**src/rtl/move_sequencer.sv**
```systemverilog
// Turn-level move controller. It owns the 8x8 board, turns cursor selects into a
// source/destination pair, runs the validator handshake, then commits or rejects the move.
module move_sequencer #(
    parameter int TIMEOUT = 64,
    parameter int MIN_LAT = 2
) (
    input  logic                  clk,
    input  logic                  reset,
    input  logic [2:0]            cursor_x,
    input  logic [2:0]            cursor_y,
    input  logic                  select,
    input  logic                  cancel,
    output logic [2:0]            old_x,
    output logic [2:0]            old_y,
    output logic [2:0]            new_x,
    output logic [2:0]            new_y,
    output logic [3:0]            piece_type,
    output logic                  valid_input,
    input  logic                  valid_move,
    input  logic                  valid_output,
    output logic [7:0][7:0][3:0]  board_out,
    output logic                  turn,
    output logic                  src_selected,
    output logic                  move_done,
    output logic                  move_rejected,
    output logic                  timeout
);

    localparam int               CNT_W     = $clog2(TIMEOUT) + 1;
    localparam logic [CNT_W-1:0] MIN_LAT_C = CNT_W'(MIN_LAT);
    localparam logic [CNT_W-1:0] LAST_CNT  = CNT_W'(TIMEOUT - 1);
    localparam logic [3:0]       EMPTY     = 4'd12;

    typedef enum logic [2:0] {
        WAIT_SRC,
        WAIT_DST,
        VALIDATE,
        COMMIT,
        REJECT
    } state_t;

    function automatic logic [3:0] back_rank(input logic [2:0] x);
        case (x)
            3'd0, 3'd7: return 4'd0;
            3'd1, 3'd6: return 4'd1;
            3'd2, 3'd5: return 4'd2;
            3'd3:       return 4'd3;
            default:    return 4'd4;
        endcase
    endfunction

    function automatic logic [7:0][7:0][3:0] start_board();
        logic [7:0][7:0][3:0] b;
        for (int x = 0; x < 8; x++) begin
            for (int y = 0; y < 8; y++) begin
                b[x][y] = EMPTY;
            end
            b[x][0] = back_rank(3'(x));
            b[x][1] = 4'd5;
            b[x][6] = 4'd11;
            b[x][7] = back_rank(3'(x)) + 4'd6;
        end
        return b;
    endfunction

    function automatic logic owned(input logic [3:0] code, input logic side);
        return side ? (code >= 4'd6 && code <= 4'd11) : (code <= 4'd5);
    endfunction

    state_t               state_q;
    logic [CNT_W-1:0]     cnt_q;
    logic [7:0][7:0][3:0] board_q;
    logic                 turn_q;
    logic [2:0]           old_x_q, old_y_q, new_x_q, new_y_q;
    logic [3:0]           piece_q;
    logic                 valid_in_q;
    logic                 src_sel_q;
    logic                 done_q, rej_q, tmo_q;
    logic                 tmo_pend_q;

    logic [3:0]           cur_code;
    logic [CNT_W-1:0]     cnt_d;
    logic [3:0]           land_code_d;
    logic                 at_src;
    logic                 verdict;

    assign cur_code = board_q[cursor_x][cursor_y];
    assign cnt_d    = (cnt_q == '1) ? cnt_q : cnt_q + 1'b1;
    assign at_src   = (cursor_x == old_x_q) && (cursor_y == old_y_q);
    // Verdicts seen before MIN_LAT may belong to the previous request.
    assign verdict  = valid_output && (cnt_q >= MIN_LAT_C);

    always_comb begin
        land_code_d = piece_q;
        if (piece_q == 4'd5 && new_y_q == 3'd7) begin
            land_code_d = 4'd3;
        end else if (piece_q == 4'd11 && new_y_q == 3'd0) begin
            land_code_d = 4'd9;
        end
    end

    always_ff @(posedge clk or posedge reset) begin
        if (reset) begin
            state_q    <= WAIT_SRC;
            cnt_q      <= '0;
            board_q    <= start_board();
            turn_q     <= 1'b0;
            old_x_q    <= 3'd0;
            old_y_q    <= 3'd0;
            new_x_q    <= 3'd0;
            new_y_q    <= 3'd0;
            piece_q    <= 4'd0;
            valid_in_q <= 1'b0;
            src_sel_q  <= 1'b0;
            done_q     <= 1'b0;
            rej_q      <= 1'b0;
            tmo_q      <= 1'b0;
            tmo_pend_q <= 1'b0;
        end else begin
            done_q <= 1'b0;
            rej_q  <= 1'b0;
            tmo_q  <= 1'b0;
            unique case (state_q)
                WAIT_SRC: begin
                    if (select && !cancel && owned(cur_code, turn_q)) begin
                        old_x_q   <= cursor_x;
                        old_y_q   <= cursor_y;
                        piece_q   <= cur_code;
                        src_sel_q <= 1'b1;
                        state_q   <= WAIT_DST;
                    end
                end
                WAIT_DST: begin
                    if (cancel || (select && at_src)) begin
                        src_sel_q <= 1'b0;
                        state_q   <= WAIT_SRC;
                    end else if (select && owned(cur_code, turn_q)) begin
                        tmo_pend_q <= 1'b0;
                        state_q    <= REJECT;
                    end else if (select) begin
                        new_x_q    <= cursor_x;
                        new_y_q    <= cursor_y;
                        cnt_q      <= '0;
                        valid_in_q <= 1'b1;
                        state_q    <= VALIDATE;
                    end
                end
                VALIDATE: begin
                    cnt_q <= cnt_d;
                    if (verdict) begin
                        valid_in_q <= 1'b0;
                        tmo_pend_q <= 1'b0;
                        state_q    <= valid_move ? COMMIT : REJECT;
                    end else if (cnt_q >= LAST_CNT) begin
                        valid_in_q <= 1'b0;
                        tmo_pend_q <= 1'b1;
                        state_q    <= REJECT;
                    end
                end
                COMMIT: begin
                    board_q[new_x_q][new_y_q] <= land_code_d;
                    board_q[old_x_q][old_y_q] <= EMPTY;
                    turn_q    <= ~turn_q;
                    done_q    <= 1'b1;
                    src_sel_q <= 1'b0;
                    state_q   <= WAIT_SRC;
                end
                REJECT: begin
                    rej_q      <= 1'b1;
                    tmo_q      <= tmo_pend_q;
                    tmo_pend_q <= 1'b0;
                    src_sel_q  <= 1'b0;
                    state_q    <= WAIT_SRC;
                end
                default: begin
                    state_q <= WAIT_SRC;
                end
            endcase
        end
    end

    assign old_x         = old_x_q;
    assign old_y         = old_y_q;
    assign new_x         = new_x_q;
    assign new_y         = new_y_q;
    assign piece_type    = piece_q;
    assign valid_input   = valid_in_q;
    assign board_out     = board_q;
    assign turn          = turn_q;
    assign src_selected  = src_sel_q;
    assign move_done     = done_q;
    assign move_rejected = rej_q;
    assign timeout       = tmo_q;

endmodule

```
**config.mk**
```make
export PLATFORM = sky130hd
export DESIGN_NAME = move_sequencer
export DESIGN_NICKNAME = d
export VERILOG_FILES = /design/src/rtl/move_sequencer.sv
export SDC_FILE = /design/constraint.sdc
export NUM_CORES = 1
export LEC_CHECK = 0
export CAP_MARGIN = 5
export CORE_MARGIN = 5
export CORE_UTILIZATION = 45
export DETAILED_ROUTE_END_ITERATION = 10
export GPL_TIMING_DRIVEN = 0
export PLACE_DENSITY = 0.73
export SLEW_MARGIN = 20
export SYNTH_ARGS = -nofsm -noshare
export SYNTH_HDL_FRONTEND = slang
export SYNTH_SLANG_ARGS = --single-unit
```
**constraint.sdc**
```tcl
create_clock -name clk -period 9.4 [get_ports clk]
set_input_delay 1.88 -clock clk [delete_from_list [all_inputs] [get_ports clk]]
set_output_delay 1.88 -clock clk [all_outputs]
set_load 0.03 [all_outputs]
```
==> results.py <==
metrics = {
    "pwr": {
        "p_sw_share_pct": 40.2,
        "power_density_nw_per_um2": 203,
        "p_leak_nw": 8.05,
        "p_switching_mw": 1.68,
        "p_int_mw": 2.49,
        "comb_power_share_pct": 32.5,
        "irDropWorstVdd_v": 0.000163,
        "power.total_mw": 4.16,
        "pwr-share-clk_pct": 33.4,
        "seqPwrFrac_pct": 34.1,
    },
    "worst_setup_path": {
        "crit_arrival_ps": 6060,
        "crit_type": "in2reg",
        "required_ps": 9810,
        "endpoint_kind": "flip-flop",
        "critPathMaxFanout": 10,
        "startpoint_type": "input pin",
    },
    "synth": {
        "synthTopCellsByCount": "415 x nand2_1, 174 x nand3_1, 162 x dfrtp_1, 140 x o21ai_0, 138 x a21oi_1",
        "avgSynthCellArea_um2": 9.06,
        "synth_top_cell_area_share_pct": 25.9,
        "async_flop_share_pct": 100,
        "synthFlopType": "dfrtp_1",
        "synth_edf_count": 0,
        "synth_nets": 1740,
        "synth-warning-count": 0,
        "seq_area_frac_synth_pct": 47.3,
        "synth_top_area_cell": "dfrtp_1",
        "syn_area_um2": 15600,
        "syn-instance-count": 1726,
        "synth_cell_type_count": 69,
        "yosys.cell_count.top_type": "nand2_1",
        "ys_ff_latch": 289,
        "synthTopCellsByArea": "dfrtp_1 26%, dfstp_2 21%, nand2_1 10%, mux4_2 5.9%, nand3_1 5.6%",
    },
    "route": {
        "drtIter0Drc": 2415,
        "ant_nets": 0,
        "drt-vias-per-instance": 6.53,
        "wl_per_cell_um": 30.0,
        "wl_um": 76400,
        "drcViolationCount": 0,
        "drt_first_pass_iters": 6,
        "num_vias": 16600,
    },
    "die": {
        "io-pin-count": 290,
        "die_area_um2": 38600,
        "core_um2": 34500,
        "rows": 68,
        "start_util_pct": 45.4,
        "die_height_um": 196,
        "die_x_um": 196,
    },
    "timing": {
        "skew_ps": 23.4,
        "final.period_utilization_pct": 60.2,
        "relSlewSlack_pct": 16.2,
        "finalSetupViolCount": 0,
        "fin_setup_tns_ps": 0,
        "worst_pin_slew_ps": 1260,
        "rsz0062_at_grt": "no",
        "hold_viol": 0,
        "fin_crit_ps": 5660,
        "drv_slew": 0,
        "max_freq_ghz": 0.177,
    },
    "clock_network": {
        "htreeDepth": 2,
        "cts_sinks": 289,
        "postCtsResizedCells": 0,
        "hold_buffers": 0,
        "path_clk_slew_ps": 60,
        "postCtsSetupRepairBufs": 0,
        "clk_path_buf_depth": 3,
        "cts_buffers": 35,
        "root_buffer": "clkbuf_16",
        "clk_latency_ps": 530,
        "cts_tree": "yes",
    },
    "min_path": {
        "hold_path.class": "reg2reg",
    },
    "global_route": {
        "grt.total_usage_pct": 38.3,
        "antenna_found_initial": 0,
        "grt_pass1_vias": 16300,
        "grt_overflow_total": 0,
        "grt_max_degree": 35,
        "grt_pass1_wl_um": 110000,
    },
    "cells_and_area": {
        "regArea_um2": 7390,
        "drive_above_1_share_pct": 15.0,
        "finalNetCount": 2079,
        "syn2layout_area_growth_pct": 31.5,
        "multiInputGateArea_um2": 7650,
        "fillers": 3014,
    },
    "placement": {
        "post-dp-hpwl_um": 55100,
        "io_buffer_count": 286,
        "gp_congestion": 1.04,
    },
    "run_status": {
        "outcome": "finished, final reports clean",
    },
    "flow_run": {
        "maxCapViolations": 0,
    },
}
## routing by layer
metal / part of all wire (%) / vias to the layer above / GRT usage (%)
met5: 0.096 / - / 1.48
met2: 43 / 1438 / 56.5
met3: 15 / 300 / 12.0
met1: 36 / 8131 / 51.2
li1: - / 6762 / -
met4: 5.9 / 2 / 19.4
## cell type report
type	instances	share of cell area (%)
antenna	1	0.0122
multi-input combinational	1297	37.2
clock inverter	8	0.329
clock buffer	55	5.38
sequential	289	36.0
buffer	133	3.04
timing repair buffer	302	15.2
inverter	7	0.146
tap	455	2.77
## cell families after synthesis
group / after synthesis / share of synthesized area, %
and+or+nand+nor: 805 / 22.9
xor gates and xnor gates: 7 / 0.392
AOI/OAI and AO/OA: 369 / 13.6
muxes: 114 / 11.6
buffers and inverters: 140 / 4.16
adders and majority gates: 2 / 0.160
DFF: 289 / 47.3
## stage by stage
| step | utilization (%) | hold slack, ps | area, um^2 | worst slack, ps | std cells |
|---|---|---|---|---|---|
| 3_3_place_gp | 55.3 | 475 | 19100 | 1550 | 2467 |
| 6_report | 59.7 | 480 | 20600 | 3740 | 2547 |
| 3_5_place_dp | 56.2 | 473 | 19400 | 3310 | 2483 |
| 2_1_floorplan | - | 469 | 15600 | 3790 | 1726 |
| 5_1_grt | 59.6 | 506 | 20600 | 3800 | 2546 |
| 4_1_cts | 59.6 | 481 | 20600 | 3830 | 2546 |
## worst max-delay path, cell delays in order
cell	delay, ps
clkdlybuf4s50_1	600
buf_6	300
buf_8	270
buf_6	230
buf_6	250
clkbuf_1	800
mux4_2	440
mux4_2	510
mux4_2	480
mux2_4	270
## cell usage in the layout, fill, tap and decap left out, types with 6 or more instances in the layout
cell type and instances:
a22oi_1 16, buf_1 9, nand3_1 174, nor2b_1 11, dfrtp_1 162, dfstp_2 127
inv_1 6, mux2_2 8, mux4_1 6, clkbuf_1 109, buf_4 7, and2_1 6
clkbuf_8 7, o21ai_0 140, mux2i_1 49, nor2_1 114, buf_6 14, buf_2 8
nor3_1 7, and3_1 7, a21oi_1 137, o211ai_1 34, clkdlybuf4s50_1 286, buf_12 8
mux4_2 41, clkinv_2 6, or3b_2 6, clkbuf_16 39, nand2b_1 11, nand3b_1 9
mux2_4 10, nand2_1 415
## registers in the layout, indices dropped and copies added, names as in the netlist
name           cells
timeout            1
src_selected       1
move_done          1
turn               1
piece_type         4
state_q            3
new_y              3
board_out        256
old_x              3
cnt_q              7
tmo_pend_q         1
move_rejected      1
old_y              3
valid_input        1
new_x              3
## worst paths after layout
path	slack (ps)	endpoint	start	depth (start not counted)
worst max-delay path	3740	piece_type[0]$_DFFE_PP0P_	cursor_x[1]	10
worst min-delay path	480	board_out[97]$_DFFE_PP1P_	board_out[97]$_DFFE_PP1P_	2
worst max register to register	5910	board_out[105]$_DFFE_PP0P_	state_q[0]$_DFFE_PP0P_	8
worst min register to register	480	board_out[97]$_DFFE_PP1P_	board_out[97]$_DFFE_PP1P_	2
max in group asynchronous	6400	board_out[155]$_DFFE_PP1P_	reset	5
min in group asynchronous	1820	board_out[64]$_DFFE_PP0P_	reset	2
## power groups by stage
stage	sequential [mW]	clock [mW]	combinational [mW]
final	1.42	1.39	1.35
after CTS	1.42	1.39	1.27
after floorplan	1.50	0	0.542
after global routing	1.43	1.44	1.35
after global placement	1.43	0	1.22
after detailed placement	1.44	0	1.27
Power figures use the tool's default switching activity.
